File: src/rtl/disp_bcd_ctrl.sv
// Binary-to-BCD sequencer for the 3-digit display driver. Double-dabble runs at one bit per clock,
// and all three digits are committed on the same edge. Define DISP_LZB_EN to blank leading zeros.
//
// state  | meaning
// IDLE   | waiting for load; outputs hold the last committed value
// SHIFT  | one double-dabble step per edge, BIN_W steps in total
// COMMIT | writes u/d/c/ovf together, then returns to IDLE
module disp_bcd_ctrl #(
  parameter int         BIN_W = 10,
  parameter logic [4:0] BLANK = 5'h10,
  parameter logic [4:0] ERR   = 5'h0E
) (
  input  logic             clk,
  input  logic             rst_n,
  input  logic [BIN_W-1:0] valor,
  input  logic             load,
  output logic             busy,
  output logic             ovf,
  output logic [4:0]       u,
  output logic [4:0]       d,
  output logic [4:0]       c
);

  localparam int CW = $clog2(BIN_W + 1);
`ifdef DISP_LZB_EN
  localparam logic [4:0] RST_DC = BLANK;
`else
  // Leading zeros are shown as 0, so BLANK has no effect on the reset value.
  localparam logic [4:0] RST_DC = BLANK & 5'h00;
`endif

  typedef enum logic [1:0] {IDLE, SHIFT, COMMIT} state_t;

  state_t           state_q;
  logic [BIN_W-1:0] bin_q;
  logic [11:0]      bcd_q;
  logic [CW-1:0]    cnt_q;
  logic             over_q;
  logic             busy_q;
  logic             ovf_q;
  logic [4:0]       u_q, d_q, c_q;

  logic [11:0]      bcd_adj;
  logic [4:0]       u_d, d_d, c_d;

  always_comb begin
    bcd_adj = bcd_q;
    for (int i = 0; i < 3; i++) begin
      if (bcd_q[4*i +: 4] >= 4'd5) bcd_adj[4*i +: 4] = bcd_q[4*i +: 4] + 4'd3;
    end
  end

  always_comb begin
    u_d = {1'b0, bcd_q[3:0]};
    d_d = {1'b0, bcd_q[7:4]};
    c_d = {1'b0, bcd_q[11:8]};
`ifdef DISP_LZB_EN
    if (bcd_q[11:8] == 4'd0) begin
      c_d = BLANK;
      if (bcd_q[7:4] == 4'd0) d_d = BLANK;
    end
`endif
    if (over_q) begin
      u_d = ERR;
      d_d = ERR;
      c_d = ERR;
    end
  end

  always_ff @(posedge clk or negedge rst_n) begin
    if (!rst_n) begin
      state_q <= IDLE;
      bin_q   <= '0;
      bcd_q   <= '0;
      cnt_q   <= '0;
      over_q  <= 1'b0;
      busy_q  <= 1'b0;
      ovf_q   <= 1'b0;
      u_q     <= 5'd0;
      d_q     <= RST_DC;
      c_q     <= RST_DC;
    end else begin
      case (state_q)
        IDLE: begin
          if (load) begin
            bin_q   <= valor;
            bcd_q   <= '0;
            cnt_q   <= '0;
            over_q  <= (32'(valor) > 32'd999);
            busy_q  <= 1'b1;
            state_q <= SHIFT;
          end
        end
        SHIFT: begin
          // Carry out of the top nibble is dropped; such inputs are already flagged by over_q.
          bcd_q <= {bcd_adj[10:0], bin_q[BIN_W-1]};
          bin_q <= bin_q << 1;
          cnt_q <= cnt_q + CW'(1);
          if (cnt_q == CW'(BIN_W - 1)) state_q <= COMMIT;
        end
        COMMIT: begin
          u_q     <= u_d;
          d_q     <= d_d;
          c_q     <= c_d;
          ovf_q   <= over_q;
          busy_q  <= 1'b0;
          state_q <= IDLE;
        end
        default: state_q <= IDLE;
      endcase
    end
  end

  assign busy = busy_q;
  assign ovf  = ovf_q;
  assign u    = u_q;
  assign d    = d_q;
  assign c    = c_q;

endmodule

File: config.mk
export PLATFORM = sky130hd
export DESIGN_NAME = disp_bcd_ctrl
export DESIGN_NICKNAME = d
export VERILOG_FILES = /design/src/rtl/disp_bcd_ctrl.sv
export SDC_FILE = /design/constraint.sdc
export NUM_CORES = 1
export LEC_CHECK = 0
export CAP_MARGIN = 20
export CORE_MARGIN = 1.5
export CORE_UTILIZATION = 55
export DETAILED_ROUTE_END_ITERATION = 6
export PLACE_DENSITY_LB_ADDON = 0.25
export SKIP_LAST_GASP = 1
export SYNTH_ARGS = -nofsm -noshare
export SYNTH_HDL_FRONTEND = slang
export SYNTH_SLANG_ARGS = --single-unit
File: constraint.sdc
create_clock -name clk -period 2.4 [get_ports clk]
set_input_delay 0.48 -clock clk [delete_from_list [all_inputs] [get_ports clk]]
set_output_delay 0.48 -clock clk [all_outputs]
set_load 0.05 [all_outputs]
### Word-level counts from Yosys, hierarchy flattened

Cells that the tools add are included.

| word-level totals | value |
|---|---|
| flip-flop bits (word level) | 46 |
| output and inout port bits | 17 |
| logic and storage cells | 47 |

| cells by class | value |
|---|---|
| add/subtract/negate cells | 4 |
| order comparisons | 4 |
| equal/unequal tests | 5 |
| muxes and demuxes | 17 |
| reduce and logical (&&, ||, !) cells | 7 |

Operators with widths:

| kind | number |
|---|---|
| 2-to-1 mux 4 bit | 6 |
| case mux 12 bit (2 select lines) | 1 |
| case mux 10 bit (2 select lines) | 1 |
| >= comparator 4 x 3 -> 1 bit, second input constant | 3 |
| 2-to-1 mux 12 bit | 1 |
| greater-than comparator 10 bit, second input constant | 1 |
| 2-to-1 mux 10 bit | 1 |
| adder 4 x 2 -> 4 bit, second input constant | 2 |
| case mux 4 bit (2 select lines) | 1 |
| AND reduction 2 bit | 4 |
| adder 4 x 1 -> 4 bit, second input constant | 1 |
| equality test 4 bit, second input constant | 1 |
| 2-to-1 mux 2 bit | 2 |
| inequality test 2 bit, second input constant | 2 |
| case mux 2 bit (2 select lines) | 1 |
| nonzero test 2 bit | 2 |
| adder 3 x 2 -> 3 bit, second input constant | 1 |
| 2-to-1 mux 3 bit | 1 |
| equality test 2 x 1 -> 1 bit, second input constant | 1 |
| equality test 2 bit, second input constant | 1 |
| zero test 2 bit | 1 |
| case mux 1 bit (2 select lines) | 1 |
| 2-to-1 mux 1 bit | 1 |

### Depth between registers and ports, before layout

| logic depth | value |
|---|---|
| word-level depth | 3 |
| depth in mapped cells | 6 |
| depth with buffers taken out | 6 |

### Worst setup path after synthesis

Ideal clock, no wire load.

| timing | value |
|---|---|
| path kind | reg-to-reg |
| start point | register bcd_q[0] |
| end point | register bcd_q[2] |
| library setup time | 0.083 ns |
| data arrival time | 1.440 ns |
| data required time | 2.317 ns |
| slack | 0.877 ns |
| stages on the path, launching flop included | 7 |
| buffers on the path | 0 |
| clock period less this slack | 1.523 ns |
| cell sequence | dfrtp_1 -> inv_1 -> ha_1 -> nand2b_1 -> a21oi_1 -> mux2_2 -> o21ai_0 |

| on the way | value |
|---|---|
| longest elaborated chain between the ends | 3 |
| elaborated cells on any way between the ends | 4 |

RTL lines:

| item | RTL line | source |
|---|---|---|
| from (decl) | 36 | `logic [11:0] bcd_q;` |
| from (signal assigned) | 96 | `bcd_q <= {bcd_adj[10:0], bin_q[BIN_W-1]};` |
| adder 4 x 2 -> 4 bit or >= comparator 4 x 3 -> 1 bit (tied branches) | 49 | `if (bcd_q[4*i +: 4] >= 4'd5) bcd_adj[4*i +: 4] = bcd_q[4*i +: 4] + 4'd3;` |
| 2-to-1 mux 4 bit * | 49 |  |
| case mux 12 bit (2 select lines) * | 83 | `case (state_q)` |

Every way passes the cells marked *; elsewhere a longest branch is shown, timed or not.
A chain may end at the register's enable or synchronous reset.

### Worst setup path after layout

| timing | value |
|---|---|
| start point | register busy_q, in the netlist busy |
| end point | output busy |

RTL lines:

| item | RTL line | source |
|---|---|---|
| from (decl) | 39 | `logic busy_q;` |
| from (signal assigned) | 77 | `busy_q <= 1'b0;` |
| from (signal assigned) | 90 | `busy_q <= 1'b1;` |
| from (signal assigned) | 106 | `busy_q <= 1'b0;` |
| to (decl) | 17 | `output logic busy,` |

No word-level cell between the ends.

==> impl_metrics.json <==
{
  "track_usage_pct": 21.81,
  "finalSetupTns_ns": 0,
  "cts_max_level": 2,
  "cts_made_buffers": 5,
  "num_vias": 1535,
  "layout_common_cells": "dfrtp_1 (43), nand2_1 (37), clkdlybuf4s50_1 (25)",
  "slew_headroom_pct": 40.35,
  "crit_chain": "clkdlybuf4s50_1",
  "fin_cells": 278,
  "fin_crit_sh_pct": 83.79,
  "powerDensity_mw_per_mm2": 1349,
  "start_util_pct": 59.05,
  "cts_resized": 0,
  "setup_viol_count_final": 0,
  "drive_above_1_share_pct": 8.190,
  "cts_sinks": 43,
  "die_h_um": 63.56,
  "worst_slew_pin_slew_ns": 0.8948,
  "maxSlewViolCount": 0,
  "clk-insertion-delay-late_ns": 0.35,
  "power_mw": 3.184,
  "setup.worst_path.start_class": "flip-flop",
  "end_kind": "output port",
  "core.rowCount": 21,
  "tritoncts": "built",
  "grt_max_degree": 27,
  "drt_iter0_markers": 103,
  "syn_area_sq_mm": 0.002017,
  "placedCellCount": 270,
  "multiInputGateArea_sq_um": 835.8,
  "fillers": 265,
  "cts_buffer_depth": 2,
  "period_needed_ns": 2.011,
  "grt_overflow": 0,
  "ios": 30,
  "syn_avg_cell_area_sq_um": 9.839,
  "grt_pass1_wl_um": 6879,
  "cp_slowest_stage_delay_ns": 0.81,
  "root_buffer": "clkbuf_4",
  "drv_cap": 0,
  "layout_commonest_cell": "dfrtp_1",
  "hold_violations": 0,
  "area_growth_pct": 17.06,
  "grt_pass1_vias": 1568,
  "drt-total-wl_um": 3854,
  "hold_path.class": "primary input to async pin",
  "required_ns": 1.92,
  "netlist_instances": 205,
  "place.port_buffers": 26,
  "critPathArrivalTime_ns": 1.53,
  "r2r_start": "bcd_q[4]$_DFFE_PN0P_",
  "critPathBufInv": 1,
  "finClkSkew_ns": 0.01574,
  "wl_per_cell_um": 13.86,
  "ys_ff_latch": 43,
  "cp_top_family": "buffers and inverters",
  "status": "complete, no violations",
  "gp_congestion": 0.8011,
  "synth.distinct_cells": 28,
  "cp-startpoint": "busy$_DFFE_PN0P_",
  "n_antenna_cell": 0,
  "postRouteAntennaNets": 0,
  "cts_setup_buffers": 0,
  "antenna_found_initial": 0,
  "drt_drc_violations_left": 0,
  "vias_per_cell": 5.522,
  "dieArea_sq_mm": 0.004039,
  "leakage_nw": 1.076,
  "ff_latch_area_sq_mm": 0.001076,
  "cts_hold_buf": 0,
  "final_nets": 252,
  "critical_path_class": "flip-flop to output port",
  "ys_warn_count": 0,
  "max-vdd-ir-drop_v": 0.0004864,
  "dp_hpwl_um": 2891,
  "rsz0062_at_grt": "false",
  "path_max_fanout": 2,
  "core_area_sq_mm": 0.003416,
  "clk_pin_slew_ns": 0.12,
  "cp_slowest_cell": "clkdlybuf4s50_1",
  "max_freq_mhz": 497.3,
  "drtPass1Iterations": 4,
  "die_w_um": 63.56,
  "yosysSeqAreaShare_pct": 53.35
}
[synth_stat cells]
library cell  number  share of area, %
or3b_1             1              0.43
conb_1             1              0.19
mux2_2             4               2.2
nor3_1             1              0.25
a21oi_1            5               1.2
dfrtp_1           43                53
nand3_1           12               3.0
ha_1               8               5.0
nor2_1            11               2.0
inv_1              8               1.5
a22oi_1            8               3.0
buf_4              4               1.5
nand2_1           37               6.9
o21ai_0           23               5.7
and2b_1            1              0.37
buf_6              1              0.56
clkbuf_1           3              0.56
nor3b_1            1              0.37
a32o_1             3               1.5
nand4_1            2              0.62
o31ai_1           10               3.7
nand2b_1           4               1.2
o22ai_1            1              0.31
nor2_2             1              0.31
nand2_4            1              0.56
xor2_1             2              0.87
buf_2              6               1.5
xnor2_1            3               1.3
[logic make-up after synthesis]
kind of cell,synth area share [%]
flip-flops,53.35
AO/OA/AOI/OAI,15.45
other,0.1859
buffers and inverters,5.583
adder cells (fa/ha/maj),4.963
multiplexers,2.233
AND/OR/NAND/NOR,16.07
XOR/XNOR,2.172
[layer usage]
| metal | vias up | global-route usage, % | wire, um | part of all wire [%] |
|---|---|---|---|---|
| met5 | - | 0 | 0 | 0 |
| met4 | 0 | 8.696 | 59 | 1.5 |
| met3 | 7 | 5.357 | 149 | 3.9 |
| met2 | 45 | 37.89 | 1984 | 51 |
| met1 | 730 | 25.80 | 1661 | 43 |
| li1 | 753 | - | - | - |
[metrics by stage]
stage / hold slack (ns) / area, sq um / util, % / worst slack (ns)
final: 0.02698 / 2361 / 69.12 / 0.3890
after global routing: 0.02791 / 2361 / 69.12 / 0.3336
after detailed placement: 0.4138 / 2292 / 67.11 / 0.2690
after floorplan: 0.1844 / 2024 / - / 0.8769
after CTS: 0.02478 / 2361 / 69.12 / 0.3606
after global placement: 0.4103 / 2292 / 67.11 / 0.3177
[registers in the layout (all words and copies together) (netlist names)]
name	count
bcd_q	12
c	4
d	4
busy	1
over_q	1
state_q	2
ovf	1
u	4
cnt_q	4
bin_q	10
[area by class of cell]
type / instances / share of cell area [%]
flip-flops and latches: 43 / 45.57
repair buffers: 31 / 12.40
well taps: 46 / 2.438
inverters: 8 / 1.272
multi-input cells: 142 / 35.40
clock buffers: 8 / 2.915
[worst paths after layout]
| check | end | cells past startpoint | slack, ns |
|---|---|---|---|
| setup / recovery | busy | 1 | 0.39 |
| hold reg to reg | u[0]$_DFFE_PN0P_ | 2 | 0.50 |
| setup reg to reg | bcd_q[6]$_DFFE_PN0P_ | 6 | 0.59 |
| min in group clk | u[0]$_DFFE_PN0P_ | 2 | 0.50 |
| hold / removal | state_q[1]$_DFFE_PN0P_ | 1 | 0.03 |
| max in group asynchronous | bcd_q[1]$_DFFE_PN0P_ | 2 | 1.85 |
[report_power, final]
part / switching [mW] / internal [mW] / total, mW
Combinational: 0.951 / 0.577 / 1.53
Sequential: 0.238 / 1.02 / 1.26
Clock: 0.222 / 0.173 / 0.395
Power figures use the tool's default switching activity.
